--- config.mk ---
export PLATFORM = sky130hd
export DESIGN_NAME = decoder_ctrl_multi
export DESIGN_NICKNAME = d
export VERILOG_FILES = /design/src/rtl/decoder_ctrl_multi_pkg.sv /design/src/rtl/decoder_ctrl_multi_lane.sv /design/src/rtl/decoder_ctrl_multi.sv
export SDC_FILE = /design/constraint.sdc
export NUM_CORES = 1
export LEC_CHECK = 0
export ABC_AREA = 1
export CORE_UTILIZATION = 46
export CTS_CLUSTER_DIAMETER = 200
export DETAILED_ROUTE_END_ITERATION = 16
export PLACE_DENSITY = 0.84
export SYNTH_ARGS = -nofsm -noshare
export SYNTH_HDL_FRONTEND = slang
export SYNTH_SLANG_ARGS = --single-unit
--- constraint.sdc ---
create_clock -name clk -period 2.3 [get_ports clk]
set_input_delay 0.46 -clock clk [delete_from_list [all_inputs] [get_ports clk]]
set_output_delay 0.46 -clock clk [all_outputs]
set_load 0.01 [all_outputs]
--- src/rtl/decoder_ctrl_multi_pkg.sv ---
// Shared decode tables for the multi-lane decode control block: opcode and
// funct encodings, ALU operation codes, memory type/size codes and the
// per-lane control bundle.
package decoder_pkg;

  // Primary opcodes
  localparam logic [5:0] OP_SPECIAL = 6'h00;
  localparam logic [5:0] OP_REGIMM  = 6'h01;
  localparam logic [5:0] OP_J       = 6'h02;
  localparam logic [5:0] OP_JAL     = 6'h03;
  localparam logic [5:0] OP_BEQ     = 6'h04;
  localparam logic [5:0] OP_BNE     = 6'h05;
  localparam logic [5:0] OP_BLEZ    = 6'h06;
  localparam logic [5:0] OP_BGTZ    = 6'h07;
  localparam logic [5:0] OP_ADDI    = 6'h08;
  localparam logic [5:0] OP_ADDIU   = 6'h09;
  localparam logic [5:0] OP_SLTI    = 6'h0A;
  localparam logic [5:0] OP_SLTIU   = 6'h0B;
  localparam logic [5:0] OP_ANDI    = 6'h0C;
  localparam logic [5:0] OP_ORI     = 6'h0D;
  localparam logic [5:0] OP_XORI    = 6'h0E;
  localparam logic [5:0] OP_LUI     = 6'h0F;
  localparam logic [5:0] OP_LB      = 6'h20;
  localparam logic [5:0] OP_LH      = 6'h21;
  localparam logic [5:0] OP_LWL     = 6'h22;
  localparam logic [5:0] OP_LW      = 6'h23;
  localparam logic [5:0] OP_LBU     = 6'h24;
  localparam logic [5:0] OP_LHU     = 6'h25;
  localparam logic [5:0] OP_LWR     = 6'h26;
  localparam logic [5:0] OP_SB      = 6'h28;
  localparam logic [5:0] OP_SH      = 6'h29;
  localparam logic [5:0] OP_SWL     = 6'h2A;
  localparam logic [5:0] OP_SW      = 6'h2B;
  localparam logic [5:0] OP_SWR     = 6'h2E;

  // SPECIAL funct codes
  localparam logic [5:0] FN_SLL  = 6'h00;
  localparam logic [5:0] FN_SRL  = 6'h02;
  localparam logic [5:0] FN_SRA  = 6'h03;
  localparam logic [5:0] FN_JR   = 6'h08;
  localparam logic [5:0] FN_JALR = 6'h09;
  localparam logic [5:0] FN_ADD  = 6'h20;
  localparam logic [5:0] FN_ADDU = 6'h21;
  localparam logic [5:0] FN_SUB  = 6'h22;
  localparam logic [5:0] FN_SUBU = 6'h23;
  localparam logic [5:0] FN_AND  = 6'h24;
  localparam logic [5:0] FN_OR   = 6'h25;
  localparam logic [5:0] FN_XOR  = 6'h26;
  localparam logic [5:0] FN_NOR  = 6'h27;
  localparam logic [5:0] FN_SLT  = 6'h2A;
  localparam logic [5:0] FN_SLTU = 6'h2B;

  // REGIMM rt selectors
  localparam logic [4:0] RT_BLTZ   = 5'h00;
  localparam logic [4:0] RT_BGEZ   = 5'h01;
  localparam logic [4:0] RT_BLTZAL = 5'h10;
  localparam logic [4:0] RT_BGEZAL = 5'h11;

  // ALU operation codes
  localparam logic [5:0] ALU_NOP  = 6'd0;
  localparam logic [5:0] ALU_ADD  = 6'd1;
  localparam logic [5:0] ALU_ADDU = 6'd2;
  localparam logic [5:0] ALU_SUB  = 6'd3;
  localparam logic [5:0] ALU_SUBU = 6'd4;
  localparam logic [5:0] ALU_AND  = 6'd5;
  localparam logic [5:0] ALU_OR   = 6'd6;
  localparam logic [5:0] ALU_XOR  = 6'd7;
  localparam logic [5:0] ALU_NOR  = 6'd8;
  localparam logic [5:0] ALU_SLT  = 6'd9;
  localparam logic [5:0] ALU_SLTU = 6'd10;
  localparam logic [5:0] ALU_SLL  = 6'd11;
  localparam logic [5:0] ALU_SRL  = 6'd12;
  localparam logic [5:0] ALU_SRA  = 6'd13;
  localparam logic [5:0] ALU_LUI  = 6'd14;

  // Memory access type and size
  localparam logic [1:0] MEM_NONE  = 2'd0;
  localparam logic [1:0] MEM_LOAD  = 2'd1;
  localparam logic [1:0] MEM_STORE = 2'd2;

  localparam logic [2:0] SIZE_B  = 3'd0;
  localparam logic [2:0] SIZE_H  = 3'd1;
  localparam logic [2:0] SIZE_W  = 3'd2;
  localparam logic [2:0] SIZE_WL = 3'd3;
  localparam logic [2:0] SIZE_WR = 3'd4;

  localparam int REG_RA = 31;

  // One lane's control bundle. The writeback address is carried beside it
  // because its width follows the REG_AW parameter of the instantiating block.
  typedef struct packed {
    logic       undefined_inst;
    logic [5:0] alu_op;
    logic       alu_src;
    logic       alu_imm_src;
    logic [1:0] mem_type;
    logic [2:0] mem_size;
    logic       wb_reg_en;
    logic       unsigned_flag;
  } ctrl_t;

  // R-type ALU functions; ALU_NOP means "not an ALU funct".
  function automatic logic [5:0] funct_alu(input logic [5:0] fn);
    case (fn)
      FN_SLL:  funct_alu = ALU_SLL;
      FN_SRL:  funct_alu = ALU_SRL;
      FN_SRA:  funct_alu = ALU_SRA;
      FN_ADD:  funct_alu = ALU_ADD;
      FN_ADDU: funct_alu = ALU_ADDU;
      FN_SUB:  funct_alu = ALU_SUB;
      FN_SUBU: funct_alu = ALU_SUBU;
      FN_AND:  funct_alu = ALU_AND;
      FN_OR:   funct_alu = ALU_OR;
      FN_XOR:  funct_alu = ALU_XOR;
      FN_NOR:  funct_alu = ALU_NOR;
      FN_SLT:  funct_alu = ALU_SLT;
      FN_SLTU: funct_alu = ALU_SLTU;
      default: funct_alu = ALU_NOP;
    endcase
  endfunction

  // Immediate ALU operations.
  function automatic logic [5:0] imm_alu(input logic [5:0] op);
    case (op)
      OP_ADDI:  imm_alu = ALU_ADD;
      OP_ADDIU: imm_alu = ALU_ADDU;
      OP_SLTI:  imm_alu = ALU_SLT;
      OP_SLTIU: imm_alu = ALU_SLTU;
      OP_ANDI:  imm_alu = ALU_AND;
      OP_ORI:   imm_alu = ALU_OR;
      OP_XORI:  imm_alu = ALU_XOR;
      OP_LUI:   imm_alu = ALU_LUI;
      default:  imm_alu = ALU_NOP;
    endcase
  endfunction

  // Load/store size: the low three opcode bits encode it the same way for
  // both loads and stores.
  function automatic logic [2:0] access_size(input logic [5:0] op);
    case (op[2:0])
      3'd0, 3'd4: access_size = SIZE_B;
      3'd1, 3'd5: access_size = SIZE_H;
      3'd2:       access_size = SIZE_WL;
      3'd3:       access_size = SIZE_W;
      default:    access_size = SIZE_WR;
    endcase
  endfunction

endpackage

--- src/rtl/decoder_ctrl_multi_lane.sv ---
// Single-lane combinational decode: opcode/funct/rt fields to a control
// bundle plus writeback address. Unknown encodings yield a bundle with only
// undefined_inst set.
module decoder_lane
  import decoder_pkg::*;
#(
  parameter int REG_AW = 5
) (
  input  logic [5:0]        opcode,
  input  logic [REG_AW-1:0] rt,
  input  logic [REG_AW-1:0] rd,
  input  logic [5:0]        funct,
  input  logic              is_branch_al,
  output ctrl_t             ctrl,
  output logic [REG_AW-1:0] dest
);

  logic wr;
  logic undef;

  // Table-driven decode; link writeback is qualified by the link flag from field extract
  always_comb begin
    ctrl  = '0;
    dest  = '0;
    wr    = 1'b0;
    undef = 1'b0;
    case (opcode)
      OP_SPECIAL: begin
        if (funct == FN_JR) begin
          ctrl.alu_op = ALU_NOP;
        end else if (funct == FN_JALR) begin
          dest = rd;
          wr   = is_branch_al;
        end else if (funct_alu(funct) != ALU_NOP) begin
          ctrl.alu_op = funct_alu(funct);
          dest        = rd;
          wr          = 1'b1;
        end else begin
          undef = 1'b1;
        end
      end
      OP_REGIMM: begin
        ctrl.alu_op = ALU_SUB;
        if (rt == REG_AW'(RT_BLTZAL) || rt == REG_AW'(RT_BGEZAL)) begin
          dest = REG_AW'(REG_RA);
          wr   = is_branch_al;
        end else if (rt != REG_AW'(RT_BLTZ) && rt != REG_AW'(RT_BGEZ)) begin
          undef = 1'b1;
        end
      end
      OP_J: begin
        ctrl.alu_op = ALU_NOP;
      end
      OP_JAL: begin
        dest = REG_AW'(REG_RA);
        wr   = is_branch_al;
      end
      OP_BEQ, OP_BNE, OP_BLEZ, OP_BGTZ: begin
        ctrl.alu_op = ALU_SUB;
      end
      OP_ADDI, OP_ADDIU, OP_SLTI, OP_SLTIU, OP_ANDI, OP_ORI, OP_XORI, OP_LUI: begin
        ctrl.alu_op      = imm_alu(opcode);
        ctrl.alu_src     = 1'b1;
        ctrl.alu_imm_src = opcode inside {OP_ANDI, OP_ORI, OP_XORI, OP_LUI};
        dest             = rt;
        wr               = 1'b1;
      end
      OP_LB, OP_LH, OP_LWL, OP_LW, OP_LBU, OP_LHU, OP_LWR: begin
        ctrl.alu_op        = ALU_ADDU;
        ctrl.alu_src       = 1'b1;
        ctrl.mem_type      = MEM_LOAD;
        ctrl.mem_size      = access_size(opcode);
        ctrl.unsigned_flag = opcode inside {OP_LBU, OP_LHU};
        dest               = rt;
        wr                 = 1'b1;
      end
      OP_SB, OP_SH, OP_SWL, OP_SW, OP_SWR: begin
        ctrl.alu_op   = ALU_ADDU;
        ctrl.alu_src  = 1'b1;
        ctrl.mem_type = MEM_STORE;
        ctrl.mem_size = access_size(opcode);
      end
      default: begin
        undef = 1'b1;
      end
    endcase

    if (undef) begin
      ctrl                = '0;
      ctrl.undefined_inst = 1'b1;
      dest                = '0;
    end
    ctrl.wb_reg_en = wr & (|dest) & ~undef;
  end

endmodule

--- src/rtl/decoder_ctrl_multi.sv ---
// Multi-lane decode control: decodes LANES instructions per cycle, chains
// branch delay-slot marking within and across fetch groups, and registers the
// control bundles into the ID/EX boundary with stall/flush handling.
// Optional build macro DECODER_CTRL_DS_BRANCH_TRAP_EN: a valid branch that
// itself sits in a delay slot is flagged undefined and does not arm a slot.
module decoder_ctrl_multi
  import decoder_pkg::*;
#(
  parameter int LANES  = 2,
  parameter int REG_AW = 5
) (
  input  logic                     clk,
  input  logic                     rst,
  input  logic                     stall,
  input  logic                     flush,
  input  logic [LANES-1:0]         valid_in,
  input  logic [6*LANES-1:0]       opcode,
  input  logic [REG_AW*LANES-1:0]  rt,
  input  logic [REG_AW*LANES-1:0]  rd,
  input  logic [6*LANES-1:0]       funct,
  input  logic [LANES-1:0]         is_branch,
  input  logic [LANES-1:0]         is_branch_al,
  output logic [LANES-1:0]         valid_out,
  output logic [LANES-1:0]         in_delay_slot,
  output logic [LANES-1:0]         undefined_inst,
  output logic [6*LANES-1:0]       alu_op,
  output logic [LANES-1:0]         alu_src,
  output logic [LANES-1:0]         alu_imm_src,
  output logic [2*LANES-1:0]       mem_type,
  output logic [3*LANES-1:0]       mem_size,
  output logic [REG_AW*LANES-1:0]  wb_reg_dest,
  output logic [LANES-1:0]         wb_reg_en,
  output logic [LANES-1:0]         unsigned_flag
);

  ctrl_t             lane_ctrl [LANES];
  logic [REG_AW-1:0] lane_dest [LANES];

  ctrl_t             ctrl_p0 [LANES];
  logic [REG_AW-1:0] dest_p0 [LANES];
  logic [LANES-1:0]  ds_p0;
  logic [LANES-1:0]  trap_p0;
  logic              carry;
  logic              last_br;

  ctrl_t             ctrl_p1 [LANES];
  logic [REG_AW-1:0] dest_p1 [LANES];
  logic [LANES-1:0]  vld_p1;
  logic [LANES-1:0]  ds_p1;
  logic              pending_ds;

  for (genvar g = 0; g < LANES; g++) begin : g_lane
    decoder_lane #(.REG_AW(REG_AW)) u_lane (
      .opcode       (opcode[6*g +: 6]),
      .rt           (rt[REG_AW*g +: REG_AW]),
      .rd           (rd[REG_AW*g +: REG_AW]),
      .funct        (funct[6*g +: 6]),
      .is_branch_al (is_branch_al[g]),
      .ctrl         (lane_ctrl[g]),
      .dest         (lane_dest[g])
    );
  end

  // Delay-slot chaining from oldest to youngest lane, and the slot state handed to the next group
  always_comb begin
    ds_p0   = '0;
    trap_p0 = '0;
    carry   = pending_ds;
    last_br = pending_ds;
    for (int i = 0; i < LANES; i++) begin
      ds_p0[i] = valid_in[i] & carry;
`ifdef DECODER_CTRL_DS_BRANCH_TRAP_EN
      trap_p0[i] = valid_in[i] & is_branch[i] & carry;
`endif
      carry = valid_in[i] & is_branch[i] & ~trap_p0[i];
      if (valid_in[i]) begin
        last_br = is_branch[i] & ~trap_p0[i];
      end
    end
  end

  // Mask invalid lanes and apply the delay-slot branch trap
  always_comb begin
    for (int i = 0; i < LANES; i++) begin
      ctrl_p0[i] = '0;
      dest_p0[i] = '0;
      if (valid_in[i]) begin
        ctrl_p0[i] = lane_ctrl[i];
        dest_p0[i] = lane_dest[i];
        if (trap_p0[i]) begin
          ctrl_p0[i].undefined_inst = 1'b1;
          ctrl_p0[i].wb_reg_en      = 1'b0;
        end
      end
    end
  end

  // ---- stage boundary p0 -> p1: ID/EX register with flush over stall ----
  always_ff @(posedge clk) begin
    if (!rst || flush) begin
      vld_p1     <= '0;
      ds_p1      <= '0;
      pending_ds <= 1'b0;
      for (int i = 0; i < LANES; i++) begin
        ctrl_p1[i] <= '0;
        dest_p1[i] <= '0;
      end
    end else if (!stall) begin
      vld_p1     <= valid_in;
      ds_p1      <= ds_p0;
      pending_ds <= last_br;
      for (int i = 0; i < LANES; i++) begin
        ctrl_p1[i] <= ctrl_p0[i];
        dest_p1[i] <= dest_p0[i];
      end
    end
  end

  // Flatten the registered per-lane bundles onto the output buses
  always_comb begin
    valid_out      = vld_p1;
    in_delay_slot  = ds_p1;
    undefined_inst = '0;
    alu_op         = '0;
    alu_src        = '0;
    alu_imm_src    = '0;
    mem_type       = '0;
    mem_size       = '0;
    wb_reg_dest    = '0;
    wb_reg_en      = '0;
    unsigned_flag  = '0;
    for (int i = 0; i < LANES; i++) begin
      undefined_inst[i]               = ctrl_p1[i].undefined_inst;
      alu_op[6*i +: 6]                = ctrl_p1[i].alu_op;
      alu_src[i]                      = ctrl_p1[i].alu_src;
      alu_imm_src[i]                  = ctrl_p1[i].alu_imm_src;
      mem_type[2*i +: 2]              = ctrl_p1[i].mem_type;
      mem_size[3*i +: 3]              = ctrl_p1[i].mem_size;
      wb_reg_dest[REG_AW*i +: REG_AW] = dest_p1[i];
      wb_reg_en[i]                    = ctrl_p1[i].wb_reg_en;
      unsigned_flag[i]                = ctrl_p1[i].unsigned_flag;
    end
  end

endmodule

# [Word-level counts from Yosys, hierarchy flattened]
# Memory sizes are Yosys's and may differ from the RTL's.
# Index checks and enable logic that the tools add are counted.
[classes] n_eq_ne=74 mux=77 bitwise_logic=14 n_reduce_logical=44
[ops] operator="$eq A6 B6 Y1 const B" count=24
[ops] operator="$eq A6 B4 Y1 const B" count=20
[ops] operator="$mux W16" count=6
[ops] operator="$mux W6" count=14
[ops] operator="$mux W5" count=14
[ops] operator="$reduce_or A26 Y1" count=2
[ops] operator="$eq A6 B3 Y1 const B" count=8
[ops] operator="$pmux W6 S4" count=2
[ops] operator="$pmux W5 S4" count=2
[ops] operator="$reduce_or A20 Y1" count=2
[ops] operator="$mux W1" count=31
[ops] operator="$reduce_or A15 Y1" count=2
[ops] operator="$reduce_or A5 Y1" count=6
[ops] operator="$eq A6 B2 Y1 const B" count=4
[ops] operator="$pmux W3 S4" count=2
[ops] operator="$reduce_or A12 Y1" count=2
[ops] operator="$eq A5 B5 Y1 const B" count=4
[ops] operator="$pmux W5 S2" count=2
[ops] operator="$reduce_or A8 Y1" count=2
[ops] operator="$reduce_or A7 Y1" count=2
[ops] operator="$eq A3 B2 Y1 const B" count=4
[ops] operator="$eq A3 B3 Y1 const B" count=4
[ops] operator="$eq A6 B1 Y1 const B" count=2
[ops] operator="$logic_not A6 Y1" count=2
[ops] operator="other kinds (18)" count=46
[word_totals] register_bits=5 ramBits=42 mem_bits_ro=1152 output_inout_bits=46 n_memories=8
[memory_table] name="(name not given)" depth=64 width=4 read_ports=1 rd_clocked_by_memory_dff=0 wr=0 line="decoder_ctrl_multi_pkg.sv:104" rtl="case (fn)"
[memory_table] name="(name not given)" depth=64 width=4 read_ports=1 rd_clocked_by_memory_dff=0 wr=0 line="decoder_ctrl_multi_pkg.sv:104"
[memory_table] name="(name not given)" depth=64 width=4 read_ports=1 rd_clocked_by_memory_dff=0 wr=0 line="decoder_ctrl_multi_pkg.sv:104"
[memory_table] name="(name not given)" depth=64 width=4 read_ports=1 rd_clocked_by_memory_dff=0 wr=0 line="decoder_ctrl_multi_pkg.sv:104"
[memory_table] name="(name not given)" depth=16 width=4 read_ports=1 rd_clocked_by_memory_dff=0 wr=0 line="decoder_ctrl_multi_pkg.sv:124" rtl="case (op)"
[memory_table] name="(name not given)" depth=16 width=4 read_ports=1 rd_clocked_by_memory_dff=0 wr=0 line="decoder_ctrl_multi_pkg.sv:124"
[memory_table] name="2 more memories"

# [Depth between registers and ports, before layout]
# Gate-level depths: netlist of run 1.
[depth] ltp_word=15 depth_mapped=14 depth_no_buf=13

# [Cells and area by module]
# Synthesis of run 1 repeated with hierarchy kept, for this count alone.
[unflattened] cells_unflattened=469 area_unflattened_um2=3412.0
[modules_own_cells] module="decoder_ctrl_multi" instances=1 cells_per_inst=166 area_per_inst_um2=1880.6 seq_area_each_um2=1361.3
[modules_own_cells] module="decoder_lane at g_lane[1].u_lane" instances=1 cells_per_inst=158 area_per_inst_um2=792.0 seq_area_each_um2=0.0
[modules_own_cells] module="decoder_lane at g_lane[0].u_lane" instances=1 cells_per_inst=145 area_per_inst_um2=739.5 seq_area_each_um2=0.0

# [Worst setup path after synthesis of run 1]
# Ideal clock, no wire load.
[synth_path] path_kind="in2reg" start="in funct[0]" end="mem ctrl_p1[0][1] in the netlist's numbering, data pin" setup_ps=252 t_arrival_ps=1648 path_slack_ps=401 stages=12 path_cell_list="inv_1 -> ha_1 -> nor2_1 -> nor2_1 -> nand2_1 -> nand2_1 -> a21oi_2 -> nand2_2 -> a21oi_1 -> nand3_1 -> nor2_1 -> nor2_1"
[synth_lines] item="start: declaration" line="decoder_ctrl_multi.sv:20" rtl="input logic [6*LANES-1:0] funct,"
[synth_lines] item="end: declaration" line="decoder_ctrl_multi.sv:46" rtl="ctrl_t ctrl_p1 [LANES];"

==> run summary, run 1 <==
status = complete, no violations
final net count = 620
Placement Cell Area = 4400 µm²
clk root buf = clkbuf_8
Pwr Total = 1.95 mW
Startpoint Class = input pin
area leader, netlist = edfxtp_1
Max VDD drop = 0.279 mV
drt first pass iters = 5
port bufs = 95
Initial Util = 48.8%
initial antenna violation count = 0
Finish-stage setup viols = 0
CTS Buf Count = 5
total of max-cap violations = 0
# H-tree levels = 2
worst skew pair latency = 300 ps
row cnt = 28
crit end category = flop
Die ar. = 6750 µm²
Netlist cell types = 34
# placed instances = 620
critical path required time = 2460 ps
Internal = 1.36 mW
Switching Power = 589 µW
Tot GR Track Use = 27.1%
largest net degree at the start of global routing = 31
post-route design area = 4710 µm²
achievable clock frequency = 458 MHz
I/O Pins = 100
Min Clock Period, post-route = 2190 ps
synth top area cells = edfxtp_1 (39%), nand2_1 (13%), nor2_1 (9.9%)
layout cells sized above 1 = 23.0%
class of the worst hold path = flop to flop
fin crit share = 95.0%
total number of vias = 3371
most frequent cells in the layout = nand2_1 (91), clkdlybuf4s50_1 (91), nor2_1 (72)
Diodes inserted = 0
Ys Warns = 0
R2R Setup Slk = 1640 ps
Sw Share = 30.2%
overflow left after global routing = 0
DIE WIDTH = 82.2 µm
Final Wtd Congestion = 0.941
post-route insts no fill = 632
Synth top area share = 38.6%
Final HPWL DP = 6850 µm
DR vias/cell = 5.33
filler instances = 404
DR DRC count = 0
routed len/inst = 15.1 µm
arrival time worst endpoint = 2340 ps
die height = 82.2 µm
synthesized flop and latch total = 43
Post-Syn Area = 2960 µm²
clock transition at the registers of the reported paths = 100 ps
power share of the combinational group = 28.0%
Num Clock Sinks = 43
Final Max Tran Viols = 0
final WL = 9550 µm
core box area = 6060 µm²
area grow syn2layout = 59.3%
clock group share of total power = 26.6%
P_leak = 2.19 nW
worst-path fanout max = 6
Worst Skew = 0.102 ps
mean post-synth cell area = 7.45 µm²
first-pass GRT wire length = 13900 µm
Seq/Total Area, Yosys = 42.0%
CTS tree = done
vias in the first global route = 3062
accumulated negative setup slack = 0 ps
Seq pwr share = 45.4%
WS Path Type = input pin to flop
PD cells = 414 nW/µm²
number of routed nets with antenna violations = 0
Hold Slack = 472 ps
hold violation count in the final report = 0
worst-case clock buffer depth = 2
Synth Instances = 397
drt initial violations = 310
## repair_timing
action                     in CTS  in global routing
resized for setup               7                 41
gates cloned                    0                  0
pin swaps                       8                 15
setup buffers                   2                  2
setup endpoints to repair       1                 35
hold buffers                    0                  0
## through the flow
step	utilization, %	setup slack [ps]
2_1_floorplan	-	401
3_3_place_gp	72.6	-186
3_5_place_dp	72.6	-340
4_1_cts	74.7	2.90
5_1_grt	77.8	-42.4
6_report	77.8	115
## state kept, by name, summed over array words and instances, names as in the netlist
| signal | flops |
|---|---|
| pending_ds | 1 |
| valid_out | 2 |
| dest_p1 | 10 |
| in_delay_slot | 2 |
| ctrl_p1 | 28 |
## cells in the mapped netlist
master	n
a32o_1	1
nand2_2	4
clkbuf_1	1
nand3_1	20
a21oi_1	28
a21boi_0	1
nand4_1	5
o211ai_1	2
ha_1	10
or2_0	1
a21oi_2	1
o211a_1	1
conb_1	1
inv_2	6
nor3_1	8
o21ai_2	1
nor2_4	5
buf_6	2
nand2_1	99
a31oi_1	1
buf_4	4
nand2_4	1
o211ai_4	1
nor2_2	4
or2_2	1
nand3_2	2
o21ai_0	10
nor2_1	78
edfxtp_1	38
dfxtp_1	5
o22ai_1	1
nand3b_1	5
o211ai_2	2
inv_1	47
## routing by layer
layer	global-route usage [%]	wire length, µm	up-vias
met5	0	0	-
met4	8.42	246	0
met3	4.95	664	31
met2	49.6	5060	187
met1	31.8	3570	1544
li1	-	-	1609
## layout make-up
type,count,area [µm²],area share [%]
well taps,75,93.8,1.99
clock buffers,5,68.8,1.46
repair buffers,156,1440,30.4
inverters,53,199,4.22
multi-input cells,297,1650,35.0
clock inverters,3,25.0,0.531
flip-flops and latches,43,1240,26.3
## cells by family (layout without fill, tap and decap cells)
group,Yosys count,in the layout,synth area share [%]
flip-flops,43,43,42.0
other,1,4,0.127
AO/OA/AOI/OAI,50,50,10.4
adder cells (fa/ha/maj),10,10,4.23
buffers and inverters,60,217,8.63
AND/OR/NAND/NOR,233,233,34.6
## power groups by stage
stage / logic, mW / clock network (mW) / registers, mW
after global placement: 0.464 / 0 / 0.902
after CTS: 0.494 / 0.507 / 0.886
after detailed placement: 0.481 / 0 / 0.903
after floorplan: 0.185 / 0 / 0.919
after global routing: 0.590 / 0.546 / 0.889
final: 0.546 / 0.518 / 0.886
## final timing paths
kind               from  cells after the start                to
max reg2reg  pending_ds                      2        pending_ds
min reg2reg  pending_ds                      1  in_delay_slot[0]
min          pending_ds                      1  in_delay_slot[0]
max            funct[5]                     11     dest_p1[0][4]
## critical path, stage by stage
cell,delay [ps]
clkdlybuf4s50_1,650
inv_1,100
a21oi_1,220
nand2_1,90
nand2_1,110
nor2_4,50
nand2_4,140
a21oi_4,90
buf_4,140
buf_4,120
nor3_1,150
Note: power is estimated with default switching activity, not from simulation.
==> run 2, diff against run 1 <==
--- a/config.mk
+++ b/config.mk
@@ -6,10 +6,10 @@
 export NUM_CORES = 1
 export LEC_CHECK = 0
 export ABC_AREA = 1
-export CORE_UTILIZATION = 46
+export CORE_UTILIZATION = 50
 export CTS_CLUSTER_DIAMETER = 200
 export DETAILED_ROUTE_END_ITERATION = 16
-export PLACE_DENSITY = 0.84
+export PLACE_DENSITY = 0.9
 export SYNTH_ARGS = -nofsm -noshare
 export SYNTH_HDL_FRONTEND = slang
 export SYNTH_SLANG_ARGS = --single-unit
==> constraint.sdc (replaced) <==
create_clock -name clk -period 2.8 [get_ports clk]
set_input_delay 0.56 -clock clk [delete_from_list [all_inputs] [get_ports clk]]
set_output_delay 0.56 -clock clk [all_outputs]
set_load 0.01 [all_outputs]
==> run 2 against run 1 <==
Clock skew hardly changed. Critical path depth is 2 higher. Combinational power is 37% lower. First-iteration DRC count is 23% lower. Die area is 7.8% lower. Via count is 12% lower. Setup slack better by 260 ps. Sequential cell count stayed put. Count of clock-buffer cells in the layout stayed put. Global-route usage is 2.9 points lower. Sequential power is 18% lower. Critical path type unchanged. Largest cell class unchanged. Largest power group unchanged. Highest routed layer unchanged.
==> run summary, run 2 (synthesized netlist as in run 1, its figures left out) <==
worst-path fanout max = 6 (unchanged)
arrival time worst endpoint = 2480 ps (+140 ps)
achievable clock frequency = 413 MHz
WS Path Type = input pin to flop
FF/Latch Area = 1240 µm² (unchanged)
die height = 78.9 µm (-4.0%)
CP max-delay cell = clkdlybuf4s50_1
total of max-cap violations = 0 (unchanged)
worst-case clock buffer depth = 2 (unchanged)
Top Registers = ctrl_p1: 28 flops, dest_p1: 10 flops
critical path required time = 2860 ps (+400 ps)
commonest non-fill, non-tap cell in the layout = nand2_1
Tot GR Track Use = 24.1% (-2.9 points)
DR DRC count = 0 (unchanged)
Final HPWL DP = 5720 µm (-17%)
vias in the first global route = 2761 (-9.8%)
Worst Skew = 0.0175 ps (-0.0840 ps)
post-CTS setup buffers = 0 (-2)
r2r startpoint = pending_ds
slowest stage delay, CP = 490 ps (-160 ps)
CTS Hold Bufs = 0 (unchanged)
HP Start = in_delay_slot[1]
worst skew pair latency = 290 ps (about the same)
drt initial violations = 239 (-23%)
layout cells sized above 1 = 8.55% (-14 points)
CTS Buf Count = 5 (unchanged)
CTS resizes = 0 (-7)
status = complete, no violations
largest net degree at the start of global routing = 39 (+26%)
Max VDD drop = 0.273 mV (-2.3%)
max FFs per register = 28 (unchanged)
filler instances = 436 (+7.9%)
final net count = 566 (-8.7%)
total number of vias = 2964 (-12%)
drt first pass iters = 7 (+2)
Initial Util = 52.7% (+3.9 points)
fin util = 73.5% (-4.3 points)
DR vias/cell = 5.15 (-3.4%)
accumulated negative setup slack = 0 ps (unchanged)
clock transition at the registers of the reported paths = 90 ps (about the same)
Finish-stage setup viols = 0 (unchanged)
row cnt = 27 (-3.6%)
# H-tree levels = 2 (unchanged)
cell family with most CP delay = simple AND/OR/NAND/NOR gates
number of routed nets with antenna violations = 0 (unchanged)
overflow left after global routing = 0 (unchanged)
Startpoint Class = input pin
Die ar. = 6230 µm² (-7.8%)
hold violation count in the final report = 0 (unchanged)
P_leak = 1.88 nW (-14%)
Diodes inserted = 0 (unchanged)
I/O Pins = 100 (unchanged)
Min Clock Period, post-route = 2420 ps
final WL = 7290 µm (-24%)
class of the worst hold path = flop to flop
routed len/inst = 12.7 µm (-16%)
setup slack after layout = 379 ps (+264 ps)
Critical Path, Cell by Cell = clkdlybuf4s50_1, inv_1, ha_1, nand2_1, nand2_1, nor2_1, nor2_1, nor2_1, nand2_1, a21oi_1, nand2_1, nor2_1, nor2_1
first-pass GRT wire length = 11800 µm (-15%)
RSZ-0062 raised after global routing = no
Critical Path Source = funct[6]
Num Clock Sinks = 43 (unchanged)
area grow syn2layout = 39.3%
Critical Path Most Common Cell = nor2_1
port bufs = 95 (unchanged)
crit end category = flop
initial antenna violation count = 0 (unchanged)
CTS tree = done
DP Worst Slack = 114 ps (+454 ps)
core box area = 5610 µm² (-7.5%)
most frequent cells in the layout = nand2_1 (99), clkdlybuf4s50_1 (95), nor2_1 (78)
Biggest register = ctrl_p1
fin crit share = 86.5%
PD cells = 378 nW/µm² (-8.7%)
area taken by multi-input logic gates = 1470 µm² (-11%)
Final Wtd Congestion = 0.992 (+5.4%)
Worst Path Buf+Inv = 2 (-2)
clk root buf = clkbuf_8
R2R Setup Slk = 2140 ps (+500 ps)
Final Max Tran Viols = 0 (unchanged)
DIE WIDTH = 78.9 µm (-4.0%)
## run 2: cell count changes in the layout (fill, tap and decap cells not counted), sizes merged
cell,before,now
clkdlybuf4s50,91,95
bufinv,0,1
dlymetal6s2s,3,0
dlygate4sd2,1,0
clkinv,2,0
buf,61,7
inv,53,54
## run 2: stage by stage
step	instances	hold slack (ps)	power, mW	area [µm²]
2_1_floorplan	400	437	0.906	2970
3_3_place_gp	567	451	1.07	4010
3_5_place_dp	567	458	1.08	4010
4_1_cts	575	478	1.56	4120
5_1_grt	575	508	1.62	4120
6_report	575	478	1.56	4120
## run 2: path summary, 6_finish.rpt
check / end / cells after the start
worst max-delay path: ctrl_p1[0][17] / 13
worst min-delay path: in_delay_slot[1] / 2
worst max register to register: pending_ds / 2
worst min register to register: in_delay_slot[1] / 2
## run 2: final cells by class
| class | instances | share of cell area [%] |
|---|---|---|
| multi-input combinational | 297 | 35.7 |
| inverter | 53 | 4.83 |
| clock inverter | 3 | 1.12 |
| tap | 72 | 2.19 |
| clock buffer | 5 | 1.67 |
| sequential | 43 | 30.1 |
| timing repair buffer | 102 | 24.3 |
## run 2: worst min-delay path, delay by kind of cell, from the launching register on
kind	cells	cell delay, ps
DFF	1	320
and+or+nand+nor	2	130
## run 2: power breakdown
| group | total, mW | switching, mW | internal (mW) |
|---|---|---|---|
| Combinational | 0.344 | 0.180 | 0.163 |
| Sequential | 0.727 | 0.00836 | 0.718 |
| Clock | 0.487 | 0.218 | 0.269 |
## run 2: per-layer routing
| metal | global-route usage (%) | part of all wire (%) | vias to the layer above |
|---|---|---|---|
| li1 | - | - | 1491 |
| met1 | 30.4 | 43 | 1300 |
| met2 | 41.2 | 48 | 153 |
| met3 | 3.45 | 6.5 | 20 |
| met4 | 10.5 | 2.7 | 0 |
| met5 | 0 | 0 | - |
==> run 3, diff against run 2 <==
--- a/config.mk
+++ b/config.mk
@@ -6,10 +6,12 @@
 export NUM_CORES = 1
 export LEC_CHECK = 0
 export ABC_AREA = 1
-export CORE_UTILIZATION = 50
+export CORE_UTILIZATION = 38
 export CTS_CLUSTER_DIAMETER = 200
 export DETAILED_ROUTE_END_ITERATION = 16
-export PLACE_DENSITY = 0.9
+export HOLD_SLACK_MARGIN = 0.06
+export PLACE_DENSITY = 0.72
+export SLEW_MARGIN = 20
 export SYNTH_ARGS = -nofsm -noshare
 export SYNTH_HDL_FRONTEND = slang
 export SYNTH_SLANG_ARGS = --single-unit
==> run 3 against run 2 <==
Register-to-register slack improved by 30 ps. First-iteration DRC count fell by 43%. Final cell count grew 4.5%. Critical path depth did not move. Sequential power barely moved. Clock power fell by 4.7%. Via count decreased by 1.8%. Hold slack got worse by 5.7 ps. Total power fell by 1.7%. Count of clock-buffer cells in the layout up 2. Critical path type unchanged. Critical endpoint unchanged. Largest power group unchanged.
==> run summary, run 3 (synthesized netlist as in run 1, its figures left out) <==
RSZ-0062 raised after global routing = no
hold violation count in the final report = 0 (unchanged)
Switching Power = 397 µW (-2.4%)
Min-Delay Endpoint = in_delay_slot[1]
status = complete, no violations
Critical Path, Cell by Cell = clkdlybuf4s50_1, inv_1, ha_1, nand2_1, nand2_1, nor2_1, nor2_1, nor2_1, nand2_1, a21oi_1, nand3_1, nor2_1, nor2_1
Min Clock Period, post-route = 2490 ps (+66.8 ps)
drt first pass iters = 4 (-3)
slew margin rel. = 67.1%
achievable clock frequency = 402 MHz (-2.7%)
reg2reg end = pending_ds
P_leak = 1.88 nW (about the same)
row cnt = 31 (+15%)
DR vias/cell = 4.84 (-6.1%)
commonest non-fill, non-tap cell in the layout = nand2_1
crit end category = flop
clock transition at the registers of the reported paths = 80 ps (about the same)
CTS Hold Bufs = 0 (unchanged)
slowest stage delay, CP = 560 ps (+70 ps)
r2r startpoint = pending_ds
overflow left after global routing = 0 (unchanged)
first-pass GRT wire length = 12300 µm (+4.3%)
Internal = 1.13 mW (-1.5%)
largest net degree at the start of global routing = 39 (unchanged)
drt initial violations = 136 (-43%)
cell family with most CP delay = simple AND/OR/NAND/NOR gates
DIE WIDTH = 90.2 µm (+14%)
PD cells = 369 nW/µm² (-2.3%)
CTS resizes = 0 (unchanged)
worst-margin pin slew = 490 ps
Diodes inserted = 0 (unchanged)
post-CTS setup buffers = 0 (unchanged)
initial antenna violation count = 0 (unchanged)
total number of vias = 2910 (-1.8%)
final WL = 7370 µm (+1.2%)
total of max-cap violations = 0 (unchanged)
Worst Skew = 0.0603 ps (+0.0428 ps)
WS Path Type = input pin to flop
Biggest register = ctrl_p1
clk root buf = clkbuf_8
critical path required time = 2860 ps (about the same)
FF-to-FF path depth = 2 (unchanged)
CP max-delay cell = clkdlybuf4s50_1
Die ar. = 8140 µm² (+31%)
worst-path fanout max = 6 (unchanged)
max FFs per register = 28 (unchanged)
layout cells sized above 1 = 8.37% (-0.18 points)
# H-tree levels = 2 (unchanged)
power share of the combinational group = 22.2% (about the same)
HP Start = in_delay_slot[1]
CTS tree = done
I/O Pins = 100 (unchanged)
arrival time worst endpoint = 2540 ps (+60 ps)
Top Registers = ctrl_p1: 28 flops, dest_p1: 10 flops
Final Max Tran Viols = 0 (unchanged)
fin crit share = 88.8% (+2.4 points)
worst-case clock buffer depth = 2 (unchanged)
class of the worst hold path = flop to flop
accumulated negative setup slack = 0 ps (unchanged)
CTS Buf Count = 5 (unchanged)
Final Wtd Congestion = 0.889 (-10%)
Worst Path Buf+Inv = 2 (unchanged)
Seq pwr share = 47.5% (+0.8 points)
die height = 90.2 µm (+14%)
routed len/inst = 12.3 µm (-3.2%)
Sw Share = 26.0% (-0.19 points)
Worst Hold Depth = 2 (unchanged)
Num Clock Sinks = 43 (unchanged)
final net count = 565 (-0.18%)
area grow syn2layout = 40.1%
R2R Setup Slk = 2170 ps (+30 ps)
core box area = 7370 µm² (+31%)
number of routed nets with antenna violations = 0 (unchanged)
vias in the first global route = 2692 (-2.5%)
Hold Slack = 472 ps (-5.73 ps)
DR DRC count = 0 (unchanged)
filler instances = 692 (+59%)
Critical Path Most Common Cell = nor2_1
clock group share of total power = 30.3% (-1.0 points)
Startpoint Class = input pin
Tot GR Track Use = 18.6% (-5.6 points)
worst skew pair latency = 290 ps (about the same)
most frequent cells in the layout = nand2_1 (99), clkdlybuf4s50_1 (95), nor2_1 (78)
Final HPWL DP = 5940 µm (+4.0%)
Initial Util = 40.1% (-13 points)
port bufs = 95 (unchanged)
Max VDD drop = 0.163 mV (-40%)
Finish-stage setup viols = 0 (unchanged)
-- run 3: per-layer routing --
layer  up-vias  part of all wire, %  track usage, %
met5         -                    0               0
met3        14                  5.2            3.64
met1      1307                   45            24.1
li1       1493                    -               -
met2        96                   47            31.1
met4         0                  2.2            5.91
-- run 3: metrics by stage --
| stage | total power, mW | cells | area [µm²] | util [%] | worst slack [ps] |
|---|---|---|---|---|---|
| after floorplan | 0.906 | 400 | 2970 | - | 801 |
| after global placement | 1.08 | 593 | 4030 | 54.7 | 120 |
| after detailed placement | 1.08 | 593 | 4030 | 54.7 | 28.8 |
| after CTS | 1.53 | 601 | 4150 | 56.2 | 344 |
| after global routing | 1.59 | 601 | 4150 | 56.2 | 168 |
| final | 1.53 | 601 | 4150 | 56.2 | 313 |
-- run 3: worst max-delay path by stage --
stage / from / endpoint / depth (start not counted)
finish: funct[7] / ctrl_p1[0][17] / 13
global route: funct[7] / ctrl_p1[0][17] / 13
CTS: funct[7] / ctrl_p1[0][17] / 13
detailed placement: funct[7] / ctrl_p1[0][17] / 13
global placement: funct[0] / ctrl_p1[0][1] / 13
floorplan: funct[0] / ctrl_p1[0][1] / 12
-- run 3: worst register-to-register path, stage by stage (launching register included) --
cell	delay, ps
dfxtp_1	320
o21ai_0	150
a31oi_1	50
-- run 3: area by class of cell --
type                       count  area (µm²)  area share [%]
sequential                    43        1240            29.9
multi-input combinational    297        1470            35.5
clock inverter                 1        5.00           0.121
clock buffer                   7         108            2.60
inverter                      53         199            4.80
tap                           99         124            2.99
timing repair buffer         101         996            24.0
-- run 3: power by group through the flow --
| stage | clock [mW] | sequential [mW] | combinational, mW |
|---|---|---|---|
| finish | 0.464 | 0.727 | 0.339 |
| global route | 0.489 | 0.730 | 0.374 |
| CTS | 0.466 | 0.727 | 0.339 |
| detailed placement | 0 | 0.741 | 0.338 |
| global placement | 0 | 0.742 | 0.333 |
| floorplan | 0 | 0.755 | 0.152 |
